[config.mk]
export PLATFORM = sky130hd
export DESIGN_NAME = div_ctrl
export DESIGN_NICKNAME = d
export VERILOG_FILES = /design/src/rtl/div_ctrl_pkg.sv /design/src/rtl/div_ctrl.sv
export SDC_FILE = /design/constraint.sdc
export NUM_CORES = 1
export LEC_CHECK = 0
export ABC_CLOCK_PERIOD_IN_PS = 9950
export BUFFER_PORTS_ARGS = -buffer_cell sky130_fd_sc_hd__buf_2
export CORE_ASPECT_RATIO = 0.8
export CORE_MARGIN = 2
export CORE_UTILIZATION = 50
export DETAILED_ROUTE_END_ITERATION = 8
export GPL_TIMING_DRIVEN = 1
export PLACE_DENSITY_LB_ADDON = 0.25
export SETUP_SLACK_MARGIN = 0.1
export SYNTH_ARGS = -nofsm -noshare
export SYNTH_HDL_FRONTEND = slang
export SYNTH_SLANG_ARGS = --single-unit
[constraint.sdc]
create_clock -name clk -period 9.95 [get_ports clk]
set_input_delay 1.4925 -clock clk [delete_from_list [all_inputs] [get_ports clk]]
set_output_delay 1.4925 -clock clk [all_outputs]
set_load 0.01 [all_outputs]
[src/rtl/div_ctrl_pkg.sv]
// rtl/div_ctrl_pkg.sv - shared execute types for the divide controller
//
// Contents:
//   div_op_t     : packed divide opcode {w, rem, uns}
//   OP_*_BIT     : bit positions of the div_op_t fields inside a 3-bit opcode
//   div_state_t  : controller state encoding
//   sext32       : sign-extend a 32-bit value to 64 bits
package div_ctrl_pkg;

    typedef struct packed {
        logic w;    // 32-bit (word) operation
        logic rem;  // return remainder instead of quotient
        logic uns;  // unsigned operation
    } div_op_t;

    localparam int OP_W_BIT   = 2;
    localparam int OP_REM_BIT = 1;
    localparam int OP_UNS_BIT = 0;

    typedef enum logic [1:0] {
        ST_IDLE  = 2'd0,
        ST_BUSY  = 2'd1,
        ST_DONE  = 2'd2,
        ST_DRAIN = 2'd3
    } div_state_t;

    function automatic logic [63:0] sext32(input logic [31:0] v);
        return {{32{v[31]}}, v};
    endfunction

endpackage

[src/rtl/div_ctrl.sv]
// rtl/div_ctrl.sv - sign/width wrapper and sequencing around an unsigned divider core
//
// Ports:
//   clk, resetn              : clock, synchronous active-low reset
//   in_valid/in_ready        : request handshake; in_op/in_a/in_b/in_tag request payload
//   flush                    : kill the in-flight operation
//   out_valid/out_ready      : result handshake; out_data/out_tag result payload
//   dv_valid/dv_a/dv_b       : request to the unsigned divider core (operand magnitudes)
//   dv_quot/dv_rem/dv_ok     : core result, dv_ok is a one-cycle pulse
module div_ctrl
    import div_ctrl_pkg::*;
#(
    parameter int TAG_W = 5
) (
    input  logic             clk,
    input  logic             resetn,
    input  logic             in_valid,
    output logic             in_ready,
    input  logic [2:0]       in_op,
    input  logic [63:0]      in_a,
    input  logic [63:0]      in_b,
    input  logic [TAG_W-1:0] in_tag,
    input  logic             flush,
    output logic             out_valid,
    input  logic             out_ready,
    output logic [63:0]      out_data,
    output logic [TAG_W-1:0] out_tag,
    output logic             dv_valid,
    output logic [63:0]      dv_a,
    output logic [63:0]      dv_b,
    input  logic [63:0]      dv_quot,
    input  logic [63:0]      dv_rem,
    input  logic             dv_ok
);

    div_state_t state, state_nxt;
    div_op_t    op_in;
    logic       accept;

    logic [63:0] a_ext, b_ext, a_mag, b_mag, special_res, q_fix, r_fix, core_res;
    logic        a_neg, b_neg, is_div0, is_ovf;

    // Latched per-operation controls for post-processing the core result.
    logic w_q, rem_q, neg_q, neg_r;

    assign op_in = div_op_t'(in_op);

    // Operand preparation and special-case detection on the prepared operands.
    always_comb begin
        a_ext = in_a;
        b_ext = in_b;
        if (op_in.w) begin
            a_ext = op_in.uns ? {32'd0, in_a[31:0]} : sext32(in_a[31:0]);
            b_ext = op_in.uns ? {32'd0, in_b[31:0]} : sext32(in_b[31:0]);
        end
        a_neg   = !op_in.uns && a_ext[63];
        b_neg   = !op_in.uns && b_ext[63];
        a_mag   = a_neg ? -a_ext : a_ext;
        b_mag   = b_neg ? -b_ext : b_ext;
        is_div0 = (b_ext == 64'd0);
        // a_ext is already sign-extended for word ops, so the most negative
        // word value appears as 0xFFFFFFFF80000000.
        is_ovf  = !op_in.uns && (b_ext == {64{1'b1}}) &&
                  (a_ext == (op_in.w ? 64'hFFFF_FFFF_8000_0000 : 64'h8000_0000_0000_0000));
        if (is_div0)
            special_res = op_in.rem ? a_ext : {64{1'b1}};
        else
            special_res = op_in.rem ? 64'd0 : a_ext;
        if (op_in.w)
            special_res = sext32(special_res[31:0]);
    end

    // Core result post-processing: restore signs, then word-width sign extension.
    always_comb begin
        q_fix    = neg_q ? -dv_quot : dv_quot;
        r_fix    = neg_r ? -dv_rem  : dv_rem;
        core_res = rem_q ? r_fix : q_fix;
        if (w_q)
            core_res = sext32(core_res[31:0]);
    end

    always_ff @(posedge clk) begin
        if (!resetn)
            state <= ST_IDLE;
        else
            state <= state_nxt;
    end

    always_comb begin
        state_nxt = state;
        in_ready  = 1'b0;
        out_valid = 1'b0;
        dv_valid  = 1'b0;
        accept    = 1'b0;
        case (state)
            ST_IDLE: begin
                // A flush in IDLE blocks the handshake rather than losing a request.
                in_ready = !flush;
                accept   = in_valid && !flush;
                if (accept)
                    state_nxt = (is_div0 || is_ovf) ? ST_DONE : ST_BUSY;
            end
            ST_BUSY: begin
                dv_valid = 1'b1;
                if (flush)
                    // If the core answers in the flush cycle there is nothing left to drain.
                    state_nxt = dv_ok ? ST_IDLE : ST_DRAIN;
                else if (dv_ok)
                    state_nxt = ST_DONE;
            end
            ST_DONE: begin
                out_valid = 1'b1;
                if (flush || out_ready)
                    state_nxt = ST_IDLE;
            end
            ST_DRAIN: begin
                if (dv_ok)
                    state_nxt = ST_IDLE;
            end
            default: state_nxt = ST_IDLE;
        endcase
    end

    always_ff @(posedge clk) begin
        if (!resetn) begin
            out_data <= 64'd0;
            out_tag  <= '0;
            dv_a     <= 64'd0;
            dv_b     <= 64'd0;
            w_q      <= 1'b0;
            rem_q    <= 1'b0;
            neg_q    <= 1'b0;
            neg_r    <= 1'b0;
        end else begin
            if (accept) begin
                out_tag <= in_tag;
                dv_a    <= a_mag;
                dv_b    <= b_mag;
                w_q     <= op_in.w;
                rem_q   <= op_in.rem;
                neg_q   <= a_neg ^ b_neg;
                neg_r   <= a_neg;
                if (is_div0 || is_ovf)
                    out_data <= special_res;
            end
            if (state == ST_BUSY && dv_ok && !flush)
                out_data <= core_res;
        end
    end

endmodule

==> summary.txt <==
Pwr
  – Max VDD drop: between 90 and 100 µV
  – Int Pwr: between 1 and 1.5 mW
  – Leakage: a little over 7 nW
  – Comb pwr share: 0.251
  – Clock power share: 0.352
  – Reg power frac: 0.397
  – NetSw: 724.7 µW
  – PD cells: ~120 nW/µm²
  – Sw frac: 0.3261

Worst setup path
  – CP Capture Type: flip-flop
  – Crit path to: out_data[58]
  – R2R setup slack: 6380 ps
  – Required @ worst endpoint: 10,400 ps
  – Reg-to-reg startpoint: state[0]
  – Startpoint types: input pin
  – Slowest Stage Delay on Critical Path: between 800 and 900 ps
  – FF-to-FF path depth: 7
  – Slowest-stage cell, CP: nand2_1
  – Reg2Reg Capture Point: out_data[58]
  – Cells along the critical path: buf_2 -> buf_4 -> nand2_1 -> nor2_1 -> o22ai_1 -> nor4_1 -> a22oi_2 -> buf_4 -> nand2_1 -> o221ai_1 -> a21oi_1
  – Arr. time, crit path: 5580 ps
  – Worst Setup SP: in_op[2]
  – Setup Crit Path Kind: input pin to flip-flop
  – Critical Path Fanout Max: 72

Clocking
  – Clock-pin slew on the worst setup and hold paths: roughly 60 ps
  – Clock buffer depth: 3
  – Post-CTS Setup Inserts: 0
  – CTS Buf Count: 21
  – Hold buffers post-CTS: 0
  – Htree depth: 1
  – Worst-Skew Late Latency: 520 ps
  – Post-cts sizing count: 0
  – CTS tree: built
  – Clock sink count: roughly 200
  – Root Driver: clkbuf_16

Timing
  – Achievable Freq: slightly below 200 MHz
  – Setup TNS: 0 ps
  – Clock Skew: roughly 8 ps
  – Period utilisation layout: 0.5157
  – Max_slew headroom: 0.2168
  – Clock period minus final worst setup slack: 5131 ps
  – Final slew viol count: 0
  – Measured slew at the worst slew-check pin: around 1200 ps
  – Final Hold Fails: 0
  – Final setup viols: 0
  – RSZ-0062 raised after global routing: no

Global routing
  – GRT busiest layer: met2
  – Largest net degree at the start of global routing: roughly 120
  – Grt ovf: 0
  – First-pass GRT wire length: ~97,000 µm
  – GRT met2 Usage: 0.5703
  – Met3 Usage GRT: 0.06521
  – Initial antenna violation count: 4
  – GRT Util Overall: 0.3706
  – Met1 GRT Util: 0.5310
  – Vias in the first global route: 16,793

Yosys
  – Top-count cell post-synth: nor2_1
  – Yosys warns: 0
  – Main synth FF type: dfxtp_1
  – Synth Cell Area: ~16,000 µm²
  – EDFF count, synth: 0
  – Most area-consuming cells after synthesis: dfxtp_1 26%, nor2_1 7.5%, xor2_1 6.3%, xnor2_1 5.6%, nand2_1 5.5%
  – Synth unique cells: between 80 and 90
  – Syn nets: between 2,000 and 2,500
  – Synth top area share: 0.2594
  – Yosys reg bits: ~200
  – Register area share after synthesis: 0.2594
  – Syn avg cell area: 7.124 µm²
  – Leading area contributor after synthesis: dfxtp_1
  – Synth Instances: between 2,000 and 2,500
  – Ys async rst share: 0
  – Commonest cells post-synth: 312 x nor2_1, 228 x nand2_1, 203 x dfxtp_1

Floorplanning
  – Row Count: between 50 and 60
  – Die H: roughly 160 µm
  – Core footprint: between 30,000 and 40,000 µm²
  – Chip width: between 200 and 250 µm
  – IO Count: 470
  – Initial core utilization: 0.5120
  – Die ar.: 32,770 µm²

Place
  – Post-DP HPWL: about 49,000 µm
  – Placer congestion estimate: about 1.0
  – PortBufs: 469

Cells and area
  – Share of layout cells above drive strength 1: 0.2199
  – Util after Layout: 0.6129
  – Synth-to-layout area growth: 19.70%
  – Filler cells: between 2,000 and 3,000
  – Nets: about 2,800

Run status
  – Status: complete, no violations

Min path
  – Min-Delay Path Class: flip-flop to flip-flop

Job
  – Max Cap Viol: 0

Drt
  – Post-route DRC violation count: 0
  – DR pass1 iterations: 8
  – WL final: 64,340 µm
  – Initial drt markers: around 2,200
  – Vias per cell: 6.371
  – Post-DRT Antenna Nets: 0
  – Per-cell routed wire length: roughly 22 µm
  – DR vias: around 19,000
sequential cells by signal (all words and copies together), names as in the netlist:
register / count
rem_q: 1
out_tag: 5
w_q: 1
neg_r: 1
dv_a: 64
dv_b: 64
neg_q: 1
state: 2
out_data: 64
power groups by stage:
stage	clock, mW	combinational, mW	sequential, mW
2_1_floorplan	0	0.291	0.914
3_3_place_gp	0	0.539	0.897
3_5_place_dp	0	0.546	0.898
4_1_cts	0.789	0.549	0.881
5_1_grt	0.820	0.604	0.885
6_report	0.782	0.559	0.882
per-layer routing:
layer	vias up	share of wire	routed length, µm
li1	8781	-	-
met1	8928	0.42	27070
met2	1118	0.44	28180
met3	137	0.11	7209
met4	2	0.029	1879
met5	-	0.00016	10
worst min-delay path by stage:
stage               cells after the start      from  slack [ps]        to
floorplan                               2  dv_b[35]         470  dv_b[35]
global placement                        2  dv_b[35]         440  dv_b[35]
detailed placement                      2  dv_b[42]         440  dv_b[42]
CTS                                     2  dv_b[42]         450  dv_b[42]
global route                            2  dv_b[37]         470  dv_b[37]
finish                                  2  dv_b[42]         450  dv_b[42]
logic make-up after synthesis:
group / after synthesis / share of synthesized area
buf+inv: 188 / 0.04552
mux: 15 / 0.009663
fa+ha+maj: 18 / 0.01230
compound gates: 672 / 0.2834
simple gates: 891 / 0.2711
xor+xnor: 212 / 0.1185
flops: 203 / 0.2594
cells in the final DEF (no fill, tap or decap), types with 13 or more instances in the layout:
cell type,synthesis,layout
nor2_1,312,311
nand2_1,228,227
dfxtp_1,203,201
o21ai_0,142,142
mux2i_1,14,14
buf_4,0,23
o22ai_1,16,16
nand4_1,25,25
o31ai_1,60,60
a21oi_1,168,167
xor2_1,112,112
buf_2,6,469
or4_1,43,43
or3_1,40,40
xnor2_1,100,100
nand3_1,34,34
nor4_1,40,40
o211ai_1,19,19
nor3_1,58,58
maj3_1,13,13
a211oi_1,93,93
a31oi_1,21,21
inv_1,19,19
nor2b_1,33,33
o41ai_1,25,25
or2_2,16,16
a221oi_1,31,31
clkbuf_16,0,21
area by class of cell:
class,count,area (µm²),share of cell area
multi-input combinational,1808,10910,0.5815
clock buffer,29,585.6,0.03122
sequential,203,4066,0.2168
inverter,21,81.33,0.004337
clock inverter,7,67.56,0.003603
antenna,4,10.01,0.0005338
tap,413,516.7,0.02756
timing repair buffer,492,2520,0.1344
worst max-delay path, delay by kind of cell:
kind	cells	cell delay (ps)
and+or+nand+nor	4	2300
buffers and inverters	3	980
AOI/OAI and AO/OA	4	730
stage by stage:
| step | worst slack, ps | cells | power, mW | instance area, µm² | hold slack (ps) |
|---|---|---|---|---|---|
| floorplan | 5604 | 2199 | 1.205 | 15670 | 469.7 |
| global placement | 4653 | 2937 | 1.436 | 18090 | 438.0 |
| detailed placement | 4450 | 2937 | 1.444 | 18090 | 441.9 |
| CTS | 4965 | 2973 | 2.219 | 18740 | 450.6 |
| global route | 4542 | 2976 | 2.309 | 18750 | 471.4 |
| finish | 4819 | 2977 | 2.223 | 18750 | 446.5 |
Power figures use the tool's default switching activity.
